## config.mk

```make
export PLATFORM = sky130hd
export DESIGN_NAME = pipeline_hazard_ctrl
export DESIGN_NICKNAME = d
export VERILOG_FILES = /design/src/rtl/mips_pipe_pkg.sv /design/src/rtl/forwarding_unit.sv /design/src/rtl/pipeline_hazard_ctrl.sv
export SDC_FILE = /design/constraint.sdc
export NUM_CORES = 1
export LEC_CHECK = 0
export ABC_AREA = 1
export CORE_ASPECT_RATIO = 0.5
export CORE_MARGIN = 2
export CORE_UTILIZATION = 50
export DETAILED_ROUTE_END_ITERATION = 6
export HOLD_SLACK_MARGIN = 0.15
export PLACE_DENSITY = 0.87
export SYNTH_ARGS = -nofsm -noshare
export SYNTH_HDL_FRONTEND = slang
export SYNTH_SLANG_ARGS = --single-unit
export TNS_END_PERCENT = 10
```

## constraint.sdc

```tcl
create_clock -name clk -period 3.91 [get_ports clk]
set_input_delay 0.782 -clock clk [delete_from_list [all_inputs] [get_ports clk]]
set_output_delay 0.782 -clock clk [all_outputs]
set_load 0.02 [all_outputs]
```

## src/rtl/mips_pipe_pkg.sv

```systemverilog
// Shared types and constants for the pipeline hazard controller:
// FSM state encoding and ALU operand forwarding select codes.
package mips_pipe_pkg;

  typedef enum logic {
    RUN      = 1'b0,
    MEM_WAIT = 1'b1
  } state_e;

  localparam logic [1:0] FWD_REG   = 2'b00;
  localparam logic [1:0] FWD_EXMEM = 2'b10;
  localparam logic [1:0] FWD_MEMWB = 2'b01;

  // EX_MEM holds the younger result, so it is checked before MEM_WB.
  function automatic logic [1:0] fwd_select(
    input logic [4:0] src,
    input logic       ex_mem_regwrite,
    input logic [4:0] ex_mem_rd,
    input logic       mem_wb_regwrite,
    input logic [4:0] mem_wb_rd
  );
    if (ex_mem_regwrite && ex_mem_rd != 5'd0 && ex_mem_rd == src) begin
      return FWD_EXMEM;
    end
    if (mem_wb_regwrite && mem_wb_rd != 5'd0 && mem_wb_rd == src) begin
      return FWD_MEMWB;
    end
    return FWD_REG;
  endfunction

endpackage

```

## src/rtl/forwarding_unit.sv

```systemverilog
// Combinational EX-stage operand forwarding selects for ALU operands A (rs) and B (rt).
module forwarding_unit
  import mips_pipe_pkg::*;
(
  input  logic       ex_mem_regwrite,
  input  logic [4:0] ex_mem_rd,
  input  logic       mem_wb_regwrite,
  input  logic [4:0] mem_wb_rd,
  input  logic [4:0] id_ex_rs,
  input  logic [4:0] id_ex_rt,
  output logic [1:0] fwd_a,
  output logic [1:0] fwd_b
);

  assign fwd_a = fwd_select(id_ex_rs, ex_mem_regwrite, ex_mem_rd, mem_wb_regwrite, mem_wb_rd);
  assign fwd_b = fwd_select(id_ex_rt, ex_mem_regwrite, ex_mem_rd, mem_wb_regwrite, mem_wb_rd);

endmodule

```

## src/rtl/pipeline_hazard_ctrl.sv

```systemverilog
// 5-stage pipeline sequencer: memory-wait freeze FSM, load-use stall, branch flush,
// saturating stall counter and forwarding selects. Control outputs are zero-latency.
module pipeline_hazard_ctrl
  import mips_pipe_pkg::*;
#(
  parameter int MEM_TIMEOUT = 16,
  parameter int CNT_W       = 16
) (
  input  logic             clk,
  input  logic             reset_in,
  input  logic [4:0]       id_rs,
  input  logic [4:0]       id_rt,
  input  logic             branch_taken,
  input  logic             id_ex_memread,
  input  logic [4:0]       id_ex_rs,
  input  logic [4:0]       id_ex_rt,
  input  logic             ex_mem_regwrite,
  input  logic [4:0]       ex_mem_rd,
  input  logic             mem_wb_regwrite,
  input  logic [4:0]       mem_wb_rd,
  input  logic             dmem_req,
  input  logic             dmem_ready,
  output logic             pc_we,
  output logic             if_id_we,
  output logic             if_id_flush,
  output logic             id_ex_bubble,
  output logic             ex_mem_we,
  output logic             mem_wb_bubble,
  output logic [1:0]       forward_a,
  output logic [1:0]       forward_b,
  output logic             mem_timeout,
  output logic [CNT_W-1:0] stall_cycles
);

  localparam int              WC_W      = $clog2(MEM_TIMEOUT + 1);
  localparam logic [WC_W-1:0] WAIT_LAST = WC_W'(MEM_TIMEOUT - 1);

  state_e            state_q, state_d;
  logic [WC_W-1:0]   wait_cnt_q, wait_cnt_d;
  logic              mem_timeout_q, mem_timeout_d;
  logic [CNT_W-1:0]  stall_cnt_q, stall_cnt_d;

  logic [1:0] fwd_a_raw, fwd_b_raw;
  logic       timeout_hit, freeze, load_use;

  forwarding_unit u_fwd (
    .ex_mem_regwrite (ex_mem_regwrite),
    .ex_mem_rd       (ex_mem_rd),
    .mem_wb_regwrite (mem_wb_regwrite),
    .mem_wb_rd       (mem_wb_rd),
    .id_ex_rs        (id_ex_rs),
    .id_ex_rt        (id_ex_rt),
    .fwd_a           (fwd_a_raw),
    .fwd_b           (fwd_b_raw)
  );

  // A timed-out wait releases the pipe in the same cycle, overriding the freeze.
  assign timeout_hit = (state_q == MEM_WAIT) && !dmem_ready && (wait_cnt_q == WAIT_LAST);
  assign freeze      = ((state_q == MEM_WAIT) || dmem_req) && !dmem_ready && !timeout_hit;
  assign load_use    = id_ex_memread && (id_ex_rt != 5'd0) &&
                       ((id_ex_rt == id_rs) || (id_ex_rt == id_rt));

  always_comb begin
    state_d       = state_q;
    wait_cnt_d    = wait_cnt_q;
    mem_timeout_d = mem_timeout_q;
    stall_cnt_d   = stall_cnt_q;

    pc_we         = 1'b1;
    if_id_we      = 1'b1;
    if_id_flush   = 1'b0;
    id_ex_bubble  = 1'b0;
    ex_mem_we     = 1'b1;
    mem_wb_bubble = 1'b0;
    forward_a     = fwd_a_raw;
    forward_b     = fwd_b_raw;

    if (freeze) begin
      pc_we         = 1'b0;
      if_id_we      = 1'b0;
      ex_mem_we     = 1'b0;
      mem_wb_bubble = 1'b1;
    end else if (load_use) begin
      pc_we        = 1'b0;
      if_id_we     = 1'b0;
      id_ex_bubble = 1'b1;
    end else if (branch_taken) begin
      if_id_flush = 1'b1;
    end

    case (state_q)
      RUN: begin
        if (freeze) begin
          state_d    = MEM_WAIT;
          wait_cnt_d = WC_W'(1);
        end
      end
      MEM_WAIT: begin
        if (freeze) begin
          wait_cnt_d = wait_cnt_q + WC_W'(1);
        end else begin
          state_d    = RUN;
          wait_cnt_d = '0;
          if (timeout_hit) begin
            mem_timeout_d = 1'b1;
          end
        end
      end
      default: begin
        state_d    = RUN;
        wait_cnt_d = '0;
      end
    endcase

    if (!pc_we && (stall_cnt_q != {CNT_W{1'b1}})) begin
      stall_cnt_d = stall_cnt_q + CNT_W'(1);
    end

    if (!reset_in) begin
      pc_we         = 1'b0;
      if_id_we      = 1'b0;
      ex_mem_we     = 1'b0;
      if_id_flush   = 1'b1;
      id_ex_bubble  = 1'b1;
      mem_wb_bubble = 1'b1;
      forward_a     = FWD_REG;
      forward_b     = FWD_REG;
    end
  end

  always_ff @(posedge clk or negedge reset_in) begin
    if (!reset_in) begin
      state_q       <= RUN;
      wait_cnt_q    <= '0;
      mem_timeout_q <= 1'b0;
      stall_cnt_q   <= '0;
    end else begin
      state_q       <= state_d;
      wait_cnt_q    <= wait_cnt_d;
      mem_timeout_q <= mem_timeout_d;
      stall_cnt_q   <= stall_cnt_d;
    end
  end

  assign mem_timeout  = mem_timeout_q;
  assign stall_cycles = stall_cnt_q;

endmodule

```

==> Implementation_results.wiki <==
{| class="wikitable"
! Metric !! Value
|-
| DRC violation count after routing || 0
|-
| Skew-Pair Late Insertion Delay || 0.27 ns
|-
| Placement Rows || 15
|-
| Synth Area in Simple Gates || 0.382
|-
| Post-synth EDFFs || 0
|-
| Vias in the first global route || 1818
|-
| Share of the synthesized area in the top cell type || 0.302
|-
| Fraction of synthesized cell area in xor and xnor cells || 0.124
|-
| Achievable clock frequency || 274 MHz
|-
| Starting DRT DRC Count || 109
|-
| Effective utilization at floorplan || 0.538
|-
| Required time of the critical path || 3.13 ns
|-
| Cells taking the most area after synthesis || dfrtp_1 (30%), nand2_1 (16%), nand3_1 (8.1%)
|-
| Largest family of logic cells by synthesized area || simple AND/OR/NAND/NOR gates
|-
| Wire length of the first global-routing pass || 7980 um
|-
| Register area || 576 um^2
|-
| Clock Tree Root || clkbuf_8
|-
| Number of primary I/O pins || 65
|-
| Final WL || 4860 um
|-
| Uppermost layer routed || met4
|-
| Adder and majority cell fraction of the synthesized area || 0.0197
|-
| Dpl hpwl || 3680 um
|-
| Sequential area share after synthesis || 0.302
|-
| Weighted congestion reported at the end of routability-driven placement || 0.931
|-
| Clock transition at the registers of the reported paths || 0.08 ns
|-
| Multiplexer share of the synthesized area || 0
|-
| Number of nets with antenna violations after routing || 0
|-
| Share of async-settable or async-resettable flops after synthesis || 1.00
|-
| Number of buffers created by CTS || 3
|-
| Number of instances resized during post-cts repair || 0
|-
| Metal3 WL || 363 um
|-
| Synth cell count leaders || nand2_1 (81), inv_1 (36), nand3_1 (31)
|-
| Synth area leader || dfrtp_1
|-
| Synthesis-to-finish area growth || 35.9%
|-
| Largest incremental delay on the critical path || 0.63 ns
|-
| 1st-pass router iterations || 4
|-
| Average cell area after synthesis || 6.79 um^2
|-
| Most used flip-flop cell after synthesis || dfrtp_1
|-
| Origin of the worst setup path || id_ex_rt[3]
|-
| Antenna diode instance count || 0
|-
| Tightest Hold Check Type || reg -> reg
|-
| Routed length on met1 || 2240 um
|-
| Number of hold violations in the final report || 0
|-
| Arr. time, crit path || 2.87 ns
|-
| Pins over their slew limit || 0
|-
| Ratio of cells with drive above 1 in the final layout || 0.0585
|-
| Leakage power || 0.00122 uW
|-
| Worst Clk Skew || 0.00322 ns
|-
| Post-CTS Setup Inserts || 0
|-
| GRT Resource Usage Total || 0.231
|-
| DR WL met2 || 2210 um
|-
| Least-Margin Pin Slew || 0.365 ns
|-
| Cell count after synthesis || 281
|-
| H-tree levels || 1
|-
| Total of warnings raised by yosys || 0
|-
| Crit path time final || 3.65 ns
|-
| Post-detailed-route wirelength per cell || 12.4 um
|-
| Die outline height || 47.7 um
|-
| Ordered cell list for the critical path || clkdlybuf4s50_1, inv_1, nand4_1, o21ai_0, inv_1, nand2_2, nand2_4, nor2_1, clkdlybuf4s50_1
|-
| Number of maximum-capacitance constraint violations || 0
|-
| Sink Count || 23
|-
| Summed instance area of the synthesized netlist || 0.00191 mm^2
|-
| Critical path start-end classification || in -> out
|-
| Die W || 91.4 um
|-
| Area of the multi-input gates || 0.00110 mm^2
|-
| PD cells || 277 mW/mm^2
|-
| Post-placement worst setup slack || 0.281 ns
|-
| Crit share post-route || 0.933
|-
| Cell with the most instances after synthesis || nand2_1
|-
| Slowest cell on the critical path || clkdlybuf4s50_1
|-
| Core Area || 0.00355 mm^2
|-
| Worst ir drop on vdd || 0.276 mV
|-
| Initial antenna violation count || 0
|-
| Maximum number of pins on one net before global-route repair || 26
|-
| Overall via count from detail_route || 1987
|-
| Type of element capturing the critical path || output port
|-
| Net Count, Synth || 322
|-
| Maximum fanout encountered on the critical timing path || 22
|-
| Remaining global-route overflow || 0
|-
| Status || complete, no violations
|-
| Number of input and output port buffers inserted || 64
|-
| Source of the worst hold timing path || mem_timeout
|-
| Final setup viols || 0
|-
| Worst setup SP type || primary input
|-
| Worst slew margin relative to its limit || 0.755
|-
| Net total in the final layout || 384
|-
| Fin Setup TNS || 0 ns
|-
| Area enclosed by the die boundary || 0.00436 mm^2
|-
| Number of vias per cell after detailed routing || 5.06
|-
| Final setup margin || 0.262 ns
|-
| RSZ-0062 raised after global routing || false
|-
| Synthesized-area fraction occupied by ao, oa, aoi and oai cells || 0.0531
|-
| Maximum buffer depth of the clock tree || 2
|-
| Register bit count reported by yosys || 23
|-
| Number of fill cells in the layout || 277
|-
| Worst reg2reg startpoint || wait_cnt_q[0]
|-
| Number of distinct library cells after synthesis || 29
|-
| Hold Buf Count CTS || 0
|-
| Clock tree from TritonCTS || yes
|}
==> registers in the layout, summed over array words and instances (netlist names) <==
name          count
wait_cnt_q        5
state_q           1
stall_cycles     16
mem_timeout       1
==> cells by family after synthesis <==
group                      after synthesis
AOI/OAI and AO/OA                       17
xor gates and xnor gates                27
adders and majority gates                3
buffers and inverters                   49
DFF                                     23
and+or+nand+nor                        162
==> worst max-delay path: cells and delay by family <==
family | cells | cell delay, ns
AND/OR/NAND/NOR | 4 | 0.55
AO/OA/AOI/OAI | 1 | 0.15
buffers and inverters | 4 | 1.38
==> layout make-up <==
type | count | share of cell area
multi-input cells | 209 | 0.426
repair buffers | 65 | 0.250
flip-flops and latches | 23 | 0.222
inverters | 41 | 0.0598
clock buffers | 4 | 0.0174
well taps | 51 | 0.0246
==> metrics by stage <==
step	instances	total power (uW)	hold WS [ns]	utilization	area, um^2
floorplan	281	450	0.467	-	1910
global placement	389	564	0.446	0.718	2550
detailed placement	389	571	0.472	0.718	2550
CTS	393	721	0.490	0.731	2590
global route	393	763	0.536	0.731	2590
finish	393	718	0.489	0.731	2590
==> worst paths after layout <==
check	to	slack (ns)	depth (start not counted)
max in group asynchronous	stall_cycles[5]	2.69	2
max reg2reg	stall_cycles[8]	2.02	10
min in group asynchronous	stall_cycles[10]	0.99	2
min	mem_timeout	0.49	2
min reg2reg	mem_timeout	0.49	2
max	if_id_we	0.26	9
==> metal layers <==
metal | GRT usage | vias up
li1 | - | 1008
met1 | 0.289 | 892
met2 | 0.444 | 81
met3 | 0.0425 | 6
met4 | 0.0485 | 0
met5 | 0 | -
==> where the power goes <==
part           total [uW]  switching (uW)  internal (uW)
logic                 265             137            128
clock network         150            76.8           72.9
registers             304            40.7            263
==> cells in the final DEF (no fill, tap or decap), drive strengths merged <==
cell | netlist | final
clkdlybuf4s50 | 0 | 64
dfrtp | 23 | 23
nand3 | 33 | 33
o211ai | 1 | 1
ha | 3 | 3
nor3 | 6 | 6
a21oi | 4 | 4
buf | 8 | 1
and2 | 1 | 1
clkinv | 1 | 1
o22ai | 4 | 4
clkbuf | 0 | 4
nand2 | 85 | 85
xor2 | 13 | 13
nand4 | 6 | 6
or2 | 1 | 1
inv | 40 | 40
xnor2 | 14 | 14
a22o | 1 | 1
nor4 | 2 | 2
o21ai | 7 | 7
nor2 | 28 | 28
Power figures use the tool's default switching activity.
